### src/rtl/core_pkg.sv
// rtl/core_pkg.sv - shared issue-stage types and constants
package core_pkg;

  localparam int NUM_XREG = 32;

  typedef enum logic [1:0] {
    ISS_RUN    = 2'd0,
    ISS_DRAIN  = 2'd1,
    ISS_SERIAL = 2'd2
  } issue_state_e;

endpackage

### src/rtl/issue_ctrl_scoreboard.sv
// rtl/issue_ctrl_scoreboard.sv - register busy mask and in-flight writer counter
module issue_ctrl_scoreboard
  import core_pkg::*;
#(
  parameter int MAX_OUT   = 4,
  parameter bit BYPASS_WB = 1'b1
) (
  input  logic                clk,
  input  logic                rst,
  input  logic                set_vld,
  input  logic [4:0]          set_rd,
  input  logic                wb_vld,
  input  logic [4:0]          wb_rd,
  output logic                clr,
  output logic                at_limit,
  output logic [NUM_XREG-1:0] busy_mask,
  output logic [NUM_XREG-1:0] eff_busy,
  output logic [3:0]          outstanding
);

  logic [NUM_XREG-1:0] busy_q, busy_d;
  logic [3:0]          cnt_q, cnt_d;
  logic                inc;

  // A writeback only retires something if its bit is actually set; stale ones are dropped.
  always_comb begin
    clr      = wb_vld & (wb_rd != 5'd0) & busy_q[wb_rd];
    inc      = set_vld & (set_rd != 5'd0);
    at_limit = (cnt_q == 4'(MAX_OUT));
    eff_busy = busy_q;
    if (BYPASS_WB && clr) eff_busy[wb_rd] = 1'b0;
  end

  // Next mask: clear first so a new writer to the retiring register keeps its bit.
  always_comb begin
    busy_d = busy_q;
    if (clr) busy_d[wb_rd] = 1'b0;
    if (inc) busy_d[set_rd] = 1'b1;
    busy_d[0] = 1'b0;
  end

  // Counter moves only on a lone increment or lone decrement, with saturation guards.
  always_comb begin
    cnt_d = cnt_q;
    case ({inc, clr})
      2'b10:   if (cnt_q < 4'(MAX_OUT)) cnt_d = cnt_q + 4'd1;
      2'b01:   if (cnt_q != 4'd0) cnt_d = cnt_q - 4'd1;
      default: cnt_d = cnt_q;
    endcase
  end

  // Scoreboard state registers.
  always_ff @(posedge clk or posedge rst) begin
    if (rst) begin
      busy_q <= '0;
      cnt_q  <= '0;
    end else begin
      busy_q <= busy_d;
      cnt_q  <= cnt_d;
    end
  end

  assign busy_mask   = busy_q;
  assign outstanding = cnt_q;

endmodule

### src/rtl/issue_ctrl.sv
// rtl/issue_ctrl.sv - issue sequencer with hazard stall and system-op serialisation
module issue_ctrl
  import core_pkg::*;
#(
  parameter int MAX_OUT   = 4,
  parameter bit BYPASS_WB = 1'b1
) (
  input  logic        clk,
  input  logic        rst,
  input  logic        dec_inst_vld,
  input  logic [4:0]  dec_rd,
  input  logic [4:0]  dec_rs1,
  input  logic [4:0]  dec_rs2,
  input  logic        dec_rs1_vld,
  input  logic        dec_rs2_vld,
  input  logic        dec_dst_vld,
  input  logic        dec_serial,
  output logic        dec_ready,
  output logic        issue_vld,
  input  logic        issue_ready,
  input  logic        wb_vld,
  input  logic [4:0]  wb_rd,
  input  logic        sys_done,
  input  logic        flush,
  output logic [31:0] busy_mask,
  output logic [3:0]  outstanding,
  output logic [1:0]  state_o
);

  issue_state_e        state_q, state_d;
  logic [NUM_XREG-1:0] eff_busy;
  logic                clr, at_limit;
  logic                wr, hazard, state_ok, can_issue, issue_fire, drained;

  issue_ctrl_scoreboard #(
    .MAX_OUT  (MAX_OUT),
    .BYPASS_WB(BYPASS_WB)
  ) u_sb (
    .clk        (clk),
    .rst        (rst),
    .set_vld    (issue_fire & wr),
    .set_rd     (dec_rd),
    .wb_vld     (wb_vld),
    .wb_rd      (wb_rd),
    .clr        (clr),
    .at_limit   (at_limit),
    .busy_mask  (busy_mask),
    .eff_busy   (eff_busy),
    .outstanding(outstanding)
  );

  // Hazard detection and issue gating; the limit stall lifts when a writer retires this cycle.
  always_comb begin
    wr      = dec_dst_vld & (dec_rd != 5'd0);
    drained = (outstanding == 4'd0);
    hazard  = (dec_rs1_vld & eff_busy[dec_rs1]) |
              (dec_rs2_vld & eff_busy[dec_rs2]) |
              (wr & eff_busy[dec_rd]) |
              (wr & at_limit & ~clr);
    case (state_q)
      ISS_RUN:   state_ok = ~dec_serial | drained;
      ISS_DRAIN: state_ok = dec_serial & drained;
      default:   state_ok = 1'b0;
    endcase
    can_issue  = ~rst & dec_inst_vld & ~hazard & ~flush & state_ok;
    issue_fire = can_issue & issue_ready;
    issue_vld  = can_issue;
    dec_ready  = ~rst & issue_ready & (can_issue | ~dec_inst_vld);
  end

  // Serialisation FSM next state; flush always returns to RUN.
  always_comb begin
    state_d = state_q;
    if (flush) begin
      state_d = ISS_RUN;
    end else begin
      case (state_q)
        ISS_RUN: begin
          if (issue_fire && dec_serial) state_d = ISS_SERIAL;
          else if (dec_inst_vld && dec_serial && !drained) state_d = ISS_DRAIN;
        end
        ISS_DRAIN: begin
          if (issue_fire && dec_serial) state_d = ISS_SERIAL;
        end
        ISS_SERIAL: begin
          if (sys_done) state_d = ISS_RUN;
        end
        default: state_d = ISS_RUN;
      endcase
    end
  end

  // FSM state register.
  always_ff @(posedge clk or posedge rst) begin
    if (rst) state_q <= ISS_RUN;
    else     state_q <= state_d;
  end

  assign state_o = state_q;

endmodule

### config.mk
export PLATFORM = sky130hd
export DESIGN_NAME = issue_ctrl
export DESIGN_NICKNAME = d
export VERILOG_FILES = /design/src/rtl/core_pkg.sv /design/src/rtl/issue_ctrl_scoreboard.sv /design/src/rtl/issue_ctrl.sv
export SDC_FILE = /design/constraint.sdc
export NUM_CORES = 1
export LEC_CHECK = 0
export CAP_MARGIN = 20
export CORE_MARGIN = 1.5
export CORE_UTILIZATION = 58
export DETAILED_ROUTE_END_ITERATION = 6
export PLACE_DENSITY = 0.84
export SETUP_SLACK_MARGIN = 0.5
export SLEW_MARGIN = 20
export SYNTH_ARGS = -nofsm -noshare
export SYNTH_HDL_FRONTEND = slang
export SYNTH_SLANG_ARGS = --single-unit
### constraint.sdc
create_clock -name clk -period 16.49 [get_ports clk]
set_clock_uncertainty 0.1 [all_clocks]
set_input_delay 4.1225 -clock clk [delete_from_list [all_inputs] [get_ports clk]]
set_output_delay 4.1225 -clock clk [all_outputs]
set_load 0.05 [all_outputs]
==> results by stage, run 1 <==
Critical path:
- The worst register-to-register path begins at u_sb.busy_mask[21].
- The worst reg2reg path endpoint is u_sb.outstanding[2].
- The worst setup path is captured at an output port.
- The worst setup slack for register-to-register paths is ~11 ns.
- The cell count along the critical path is 13.
- The cell family contributing the most delay on the critical path is compound AO/OA/AOI/OAI gates.
- The number of buffer and inverter instances along the worst setup path is 3.
- On the worst path, the slowest cell contributes a delay of 0.88 ns.
- The maximum fanout count along the critical path is 24.
- The type of element launching the critical path is a primary input.
- The worst setup path is of the in -> out kind.
- STA puts the critical path data required time at roughly 12 ns.
- The launch point of the worst path is wb_rd[0].
- The data arrival time of the critical path is slightly above 9 ns.
- The cell with the biggest individual delay on the critical path is a21oi_1.
- The critical path ends at dec_ready.
- Traced cell by cell, the critical path runs through clkdlybuf4s50_1 > buf_4 > mux2i_1 > o32ai_1 > a21oi_1 > nand3_1 > a31oi_1 > o22ai_1 > nor4_1 > nor3_1 > nand3_1 > a211oi_1 > clkdlybuf4s50_1.
- The worst-case reg-to-reg path depth is 17.

Synth:
- The number of nets produced by synthesis is ~530.
- The count of distinct cell types in the synthesized netlist is 75.
- In the synthesized netlist the dominant register cell turns out to be dfrtp_1.
- Of the synthesized area, sequential elements account for 0.247.
- The fraction of synthesis flops using an asynchronous set or reset pin is 1.00.
- The post-synthesis cell count is 494.
- The synthesized design contains 37 register bits.
- The area of the mapped netlist is 3750 um^2.
- In this run, synthesis inferred 0 flip-flops with an integrated enable.
- Averaged over all synthesized cells, the footprint is around 7.6 um^2.
- The warning count from the yosys run is 0.

Global routing:
- The via count of the first global-routing pass is 4416.
- The layer with the highest usage after global routing is met2.
- The fraction of met1 tracks used by global routing is 0.564.
- The largest net degree at the start of global routing is 39.
- In the global route stage, met3 resource usage came out at 0.129.
- The number of antenna violations at the first check in global routing came to 0.
- The total routing resource utilization after global routing is 0.436.
- Global routing finished with a remaining overflow of 0.
- The global-route wire length before repair is 23700 um.
- The global-route track usage on met2 is 0.650.

Drt:
- Dividing the detail-routed wire length by the instance count gives between 20 and 25 um.
- The detailed router placed 4685 vias in this run.
- The final routed wirelength across all metal layers is 15200 um.
- The number of DRC violations after detailed-routing iteration 0 is ~870.
- The via-per-instance ratio is about 7.6.
- Before antenna repair, the detailed router went through 7 iterations.
- The final routed DRC violation total is 7.
- The count of nets left with antenna violations once routing finished came out at 0.

Clock network:
- The number of CTS-inserted buffers is 5.
- After clock tree synthesis, the repair step resized 0 gates.
- The clock tree synthesis step divided the H-tree into 2 levels.
- CTS placed an instance of clkbuf_8 at the clock tree root.
- The clock drives 37 sinks.
- The clock tree from TritonCTS is yes.
- The register clock-pin slew on the reported worst setup and hold paths is 0.07 ns.
- The clock latency reported for the late side of the worst-skew pair is 0.29 ns.
- The buffer count from post-CTS setup fixing is 0.
- The maximum clock insertion buffer count is 2.
- The number of hold buffers added after CTS is 0.

Timing:
- Setup violations remaining at the end of the flow were counted as 0.
- Measured against its own limit, the worst slew margin works out to 0.264.
- The minimum clock period after layout is 13.43 ns.
- The period utilization is 0.814.
- The count of final max-slew check failures is 0.
- At the pin with the least slew margin, the transition time is ~1.1 ns.
- Setup repair after global routing left no endpoint under its margin.
- The number of hold violations in the final report is 0.
- For this run, the top clock speed supported by timing is 74.5 MHz.
- Summed over all failing endpoints, the final setup total negative slack is 0 ns.

Finish:
- The area of combinational cells with multiple inputs is 2580 um^2.
- The library cells used most frequently in the layout, excluding fill and tap cells, are clkdlybuf4s50_1 (69), nand2_1 (42), nor2_1 (37), dfrtp_1 (37), o21ai_0 (33).
- The layout overhead on the synthesized area is 19.6%.
- The finished cells cover 4490 um^2.
- The fraction of layout instances using a drive strength above 1 is 0.0651.
- Fill cells in the final layout number 507.
- 0 antenna diodes ended up in the layout.
- Summing all flip-flop and latch instances after layout gives 926 um^2.
- At the end of the flow, the number of nets in the layout was 569.
- The library cell used most frequently in the layout, excluding fill and tap cells, is clkdlybuf4s50_1.

Die:
- For this configuration, the core starts out at a cell density of 0.595.
- The placement row count is 29.
- The chip height is 83.4 um.
- The core region is 6310 um^2.
- In this run the horizontal extent of the chip is approximately 83 um.
- The die area is approximately 7000 um^2.
- Pin placement for this block handled 71 I/O pins.

Power and ir drop:
- The power density over the cells is 69.2 nW/um^2.
- The leakage power is 0.00166 uW.
- IR analysis of the VDD net gives a maximum drop of 0.103 mV.

Hold path:
- The path class of the tightest hold or removal check is reg -> reg.

Placement:
- The post-detailed-placement half-perimeter wirelength is approximately 11000 um.
- Input and output buffers added on the ports amount to 69.
- At the end of routability-driven placement, the weighted congestion stood at 1.15.
- Once placement finished, the instance area stood at 4410 um^2.

Status:
- The run finished, with violations left.
- The final reports fail on DRC.

Flow run:
- The tool flagged a number of max-cap violations equal to 0.
-- metrics by stage --
stage          cells  hold slack [ns]  total power [uW]   util  worst slack (ns)
2_1_floorplan    494            0.670               201      -              4.61
3_3_place_gp     607            0.383               244  0.698              3.39
3_5_place_dp     607            0.385               245  0.698              3.38
4_1_cts          615            0.399               307  0.711              3.34
5_1_grt          615            0.416               324  0.711              2.94
6_report         615            0.399               311  0.711              3.06
-- worst min path at each step --
stage               start          to  slack (ns)  cells past startpoint
6_report       state_o[1]  state_o[0]        0.40                      1
5_1_grt        state_o[1]  state_o[0]        0.42                      1
4_1_cts        state_o[1]  state_o[0]        0.40                      1
3_5_place_dp   state_o[1]  state_o[0]        0.38                      1
3_3_place_gp   state_o[1]  state_o[0]        0.38                      1
2_1_floorplan  state_o[1]  state_o[0]        0.67                      1
-- flip-flops by register name, summed over array words and instances, names as in the netlist --
| name | flops |
|---|---|
| u_sb.busy_mask | 31 |
| state_o | 2 |
| u_sb.outstanding | 4 |
-- cell usage after synthesis, drive strengths merged (4+ instances only) --
cell type  instances  share of area
nand2b            15          0.026
nor3b              4         0.0080
a211oi             8          0.016
mux2               4          0.012
o22ai             14          0.023
nand3             25          0.035
dfrtp             37           0.25
nor2b             10          0.017
nor2              37          0.037
a2111oi            4          0.010
o211ai            11          0.022
buf               11          0.017
a311oi             4         0.0093
nand2             44          0.045
or2                7          0.012
nand4b             4         0.0093
o221ai             5          0.012
o31a               4         0.0093
a31oi             13          0.022
a21oi             11          0.015
nand4             10          0.017
o21ai             42          0.056
mux2i             17          0.045
nor4               8          0.017
or3                8          0.013
nor3              12          0.016
o21bai             8          0.016
o2111ai            7          0.016
a221oi             4          0.011
clkbuf            25          0.025
inv               24          0.024
-- cells by family after synthesis --
group	synth area share
AND/OR/NAND/NOR	0.290
AO/OA/AOI/OAI	0.315
buffers and inverters	0.0660
flip-flops	0.247
multiplexers	0.0693
XOR/XNOR	0.00934
adder cells (fa/ha/maj)	0.00333
other	0.000999
-- routing by layer --
metal  up-vias  routed length [um]
met5         -                   0
met4         0                1050
met3       117                2290
met2       461                6390
met1      2124                5490
li1       1983                   -
-- layout make-up --
class | instances | area share
multi-input cells | 397 | 0.575
well taps | 77 | 0.0215
clock buffers | 6 | 0.0162
repair buffers | 72 | 0.159
flip-flops and latches | 37 | 0.206
inverters | 24 | 0.0201
clock inverters | 2 | 0.00223
-- power by group --
part           leakage, uW  internal, uW  switching (uW)
Sequential        0.000476          98.4            12.6
Combinational      0.00114          48.2            88.7
Clock            0.0000450          29.3            33.6
Total              0.00166           176             135
Note: power is estimated with default switching activity, not from simulation.
==> inputs of run 2 (changes only) <==
Settings changed: CORE_UTILIZATION 58 to 48, PLACE_DENSITY 0.84 to 0.73.
Clock period 16.49 ns to 11.69 ns, I/O delays scaled along.
==> run 2 against run 1 <==
Against the previous run:
- the flow now finishes without violations
- clock power is 49% higher
- largest cell class unchanged
- final cell count is 5.2% higher
- die area is 20% higher
- sequential power is 41% higher
- sequential cell count stayed put
- power is 43% higher
- design area is 2.2% higher
- sequential share of layout area is 0.44 points lower
- via count is 1.5% lower
- global-route usage is 3.6 points lower
- critical endpoint unchanged
- utilization is 11 points lower
==> results by stage, run 2 (synthesis results as in run 1) <==
Status:
- The run finished with clean final reports.

Timing:
- The minimum clock period after layout is 10.95 ns.
- The slew at the pin with the worst max-slew slack is 0.847 ns (-0.258 ns).
- Setup repair after global routing left no endpoint under its margin.
- Of the available clock period, the critical path in the final layout requires 0.937.
- The count of endpoints failing setup in the final report is 0 (unchanged).
- The tightest hold margin is 0.392 ns (-0.00718 ns).
- The count of final max-slew check failures is 0 (unchanged).
- The max-slew headroom at the worst pin came to 0.433 (+0.170).
- The minimum setup slack in the final design is 0.741 ns (-2.32 ns).
- The fmax is roughly 90 MHz.
- The accumulated negative setup slack is 0 ns (unchanged).
- The number of hold violations in the final report is 0 (unchanged).

Critical path:
- In this run the critical register-to-register path is launched from u_sb.busy_mask[21].
- The required time of the critical path is 8.67 ns (-3.60 ns).
- The worst setup path is captured at an output port.
- Walking the worst path, the cells encountered are clkdlybuf4s50_1 > buf_4 > mux2i_1 > or3b_1 > a41o_1 > a31oi_1 > a31oi_1 > a311oi_1 > a221oi_1 > nor3_1 > nand3_1 > a211oi_1 > clkdlybuf4s50_1.
- The setup path with the least slack is of type in -> out.
- The cell with the biggest individual delay on the critical path is clkdlybuf4s50_1.
- In this run the critical register-to-register path is captured at u_sb.outstanding[2].
- The worst-case reg-to-reg path depth was 17 (unchanged).
- The worst setup slack for register-to-register paths came to 6.72 ns (-4.58 ns).
- The maximum fanout count along the critical path was 16 (-33%).
- The delay of the slowest cell on the worst path is 1.02 ns (+0.14 ns).
- The type of element launching the critical path is a primary input.
- The launch point of the worst path is wb_rd[0].
- In this run the worst setup path terminates at dec_ready.
- The data arrival time of the critical path came to 7.93 ns (-1.27 ns).

Clock network:
- The maximum clock insertion buffer count is 2 (unchanged).
- The clock tree from TritonCTS is yes.
- The tree is rooted in a clkbuf_8.
- The number of CTS-inserted buffers is 5 (unchanged).
- The clock sink count is 37 (unchanged).
- The clock latency reported for the late side of the worst-skew pair came to 0.29 ns (about the same).
- The register clock-pin slew on the reported worst setup and hold paths is 0.07 ns (about the same).
- The number of H-tree branching levels is 2 (unchanged).

Drt:
- The number of DRC violations after detailed-routing iteration 0 came to 671 (-23%).
- The via-per-instance ratio was 7.13 (-6.4%).
- The final routed wirelength across all metal layers was 16600 um (+9.2%).
- The number of detailed-route iterations in the first pass is 5 (-2).
- The wire length per cell is 25.7 um (+3.8%).
- The final routed DRC violation total is 0 (-7).
- The count of nets left with antenna violations after detail routing is 0 (unchanged).
- The total vias in the final route came to 4614 (-1.5%).

Placement:
- The number of placed cells counting well taps was 640 (+5.4%).
- The post-detailed-placement half-perimeter wirelength is 12600 um (+12%).
- The pre-CTS setup slack came to 0.794 ns (-2.58 ns).
- The number of buffers inserted by port buffering is 69 (unchanged).
- The placer's final routability congestion estimate is 1.11 (-3.3%).

Power and ir drop:
- The power density over the cells is 97.2 nW/um^2 (+40%).
- The leakage power is 0.00170 uW (+2.3%).
- The power share of the sequential group is 0.353 (-0.004).
- The maximum vdd ir drop came to 0.0968 mV (-5.5%).
- The net load switching power is 191 uW (+42%).
- The combinational power share is 0.438 (-0.003).
- The cell-internal power came to 255 uW (+45%).
- The relative contribution of the clock network to total power is 0.210 (+0.008).
- The switching part of the total power was 0.429 (-0.00517).

Global routing:
- The number of antenna violations at the first check in global routing is 0 (unchanged).
- The global-route wire length before repair is 25400 um (+7.1%).
- The remaining global-route overflow came to 0 (unchanged).
- The largest net degree at the start of global routing is 39 (unchanged).
- The via count of the first global-routing pass came to 4519 (+2.3%).
- The total routing resource utilization after global routing is 0.400 (-0.0362).

Hold path:
- In this run the most critical hold path is launched from state_o[1].
- The class of the tightest hold or removal check is reg -> reg.
- The number of instances on the worst hold path is 1 (unchanged).

Finish:
- The library cells used most frequently in the layout, excluding fill and tap cells, are clkdlybuf4s50_1 (69), nand2_1 (42), nor2_1 (37), dfrtp_1 (37), o21ai_0 (33).
- Compared with the post-synthesis result, the final layout area differs by 22.2%.
- The flip-flop count of the largest register, all copies and words added is 31 (unchanged).
- The most common cell after layout, fill and taps aside is clkdlybuf4s50_1.
- The final net count was 577 (+1.4%).
- The number of cells in the finished layout apart from fillers is 647 (+5.2%).
- The share of the core filled with cells was 0.600 (-0.111).
- The count of inserted antenna diode cells is 0 (unchanged).
- The fraction of layout instances using a drive strength above 1 is 0.0789 (+0.0138).

Flow run:
- The max-cap check violation count is 0 (unchanged).

Die:
- The starting density of the core was 0.491 (-0.104).
- The placement row count is 32 (+10%).
- The total core area is 7650 um^2 (+21%).
- The count of pins on the block boundary is 71 (unchanged).
- The chip height is 91.4 um (+9.6%).
- The die area is 8360 um^2 (+20%).
- The overall die width is 91.4 um (+9.6%).
-- run 2: cell count changes in the layout (fill, tap and decap cells not counted), sizes merged --
cell    previous run  this run
buf                3        11
clkinv             2         0
clkbuf             6         7
-- run 2: layer usage --
metal / global-route usage / part of all wire / vias to the layer above
met5: 0 / 0 / -
li1: - / - / 1993
met4: 0.207 / 0.061 / 0
met2: 0.608 / 0.42 / 404
met3: 0.106 / 0.13 / 85
met1: 0.517 / 0.39 / 2132
-- run 2: how the worst min path moves through the flow --
stage | endpoint | slack, ns
2_1_floorplan | state_o[0] | 0.67
3_3_place_gp | state_o[0] | 0.39
3_5_place_dp | state_o[0] | 0.39
4_1_cts | state_o[0] | 0.40
5_1_grt | state_o[0] | 0.42
6_report | state_o[0] | 0.39
-- run 2: cell type report --
cell class                 count  area [um^2]
sequential                    37          926
fill                         713         3060
timing repair buffer          80          773
inverter                      24         90.1
multi-input combinational    397         2580
clock buffer                   7         86.3
tap                          102          128
-- run 2: per-stage QoR --
stage          total power, uW  cell area, um^2
3_5_place_dp               350             4500
6_report                   446             4590
4_1_cts                    442             4580
5_1_grt                    465             4590
3_3_place_gp               349             4500
2_1_floorplan              283             3750
-- run 2: power by group through the flow --
stage	sequential (uW)	clock (uW)	combinational [uW]
2_1_floorplan	190	0	92.6
3_3_place_gp	159	0	190
3_5_place_dp	159	0	191
4_1_cts	157	94.2	191
5_1_grt	159	98.2	207
6_report	157	93.5	195
-- run 2: what timing repair did --
item                       CTS  global route
gates resized for setup      0             1
buffers inserted             0             0
hold buffers                 0             0
setup endpoints to repair    0             2
-- run 2: critical path: cells and delay by family --
kind / cells / cell delay [ns]
multiplexers: 1 / 0.10
AO/OA/AOI/OAI: 6 / 1.76
buffers and inverters: 3 / 2.18
AND/OR/NAND/NOR: 3 / 0.94
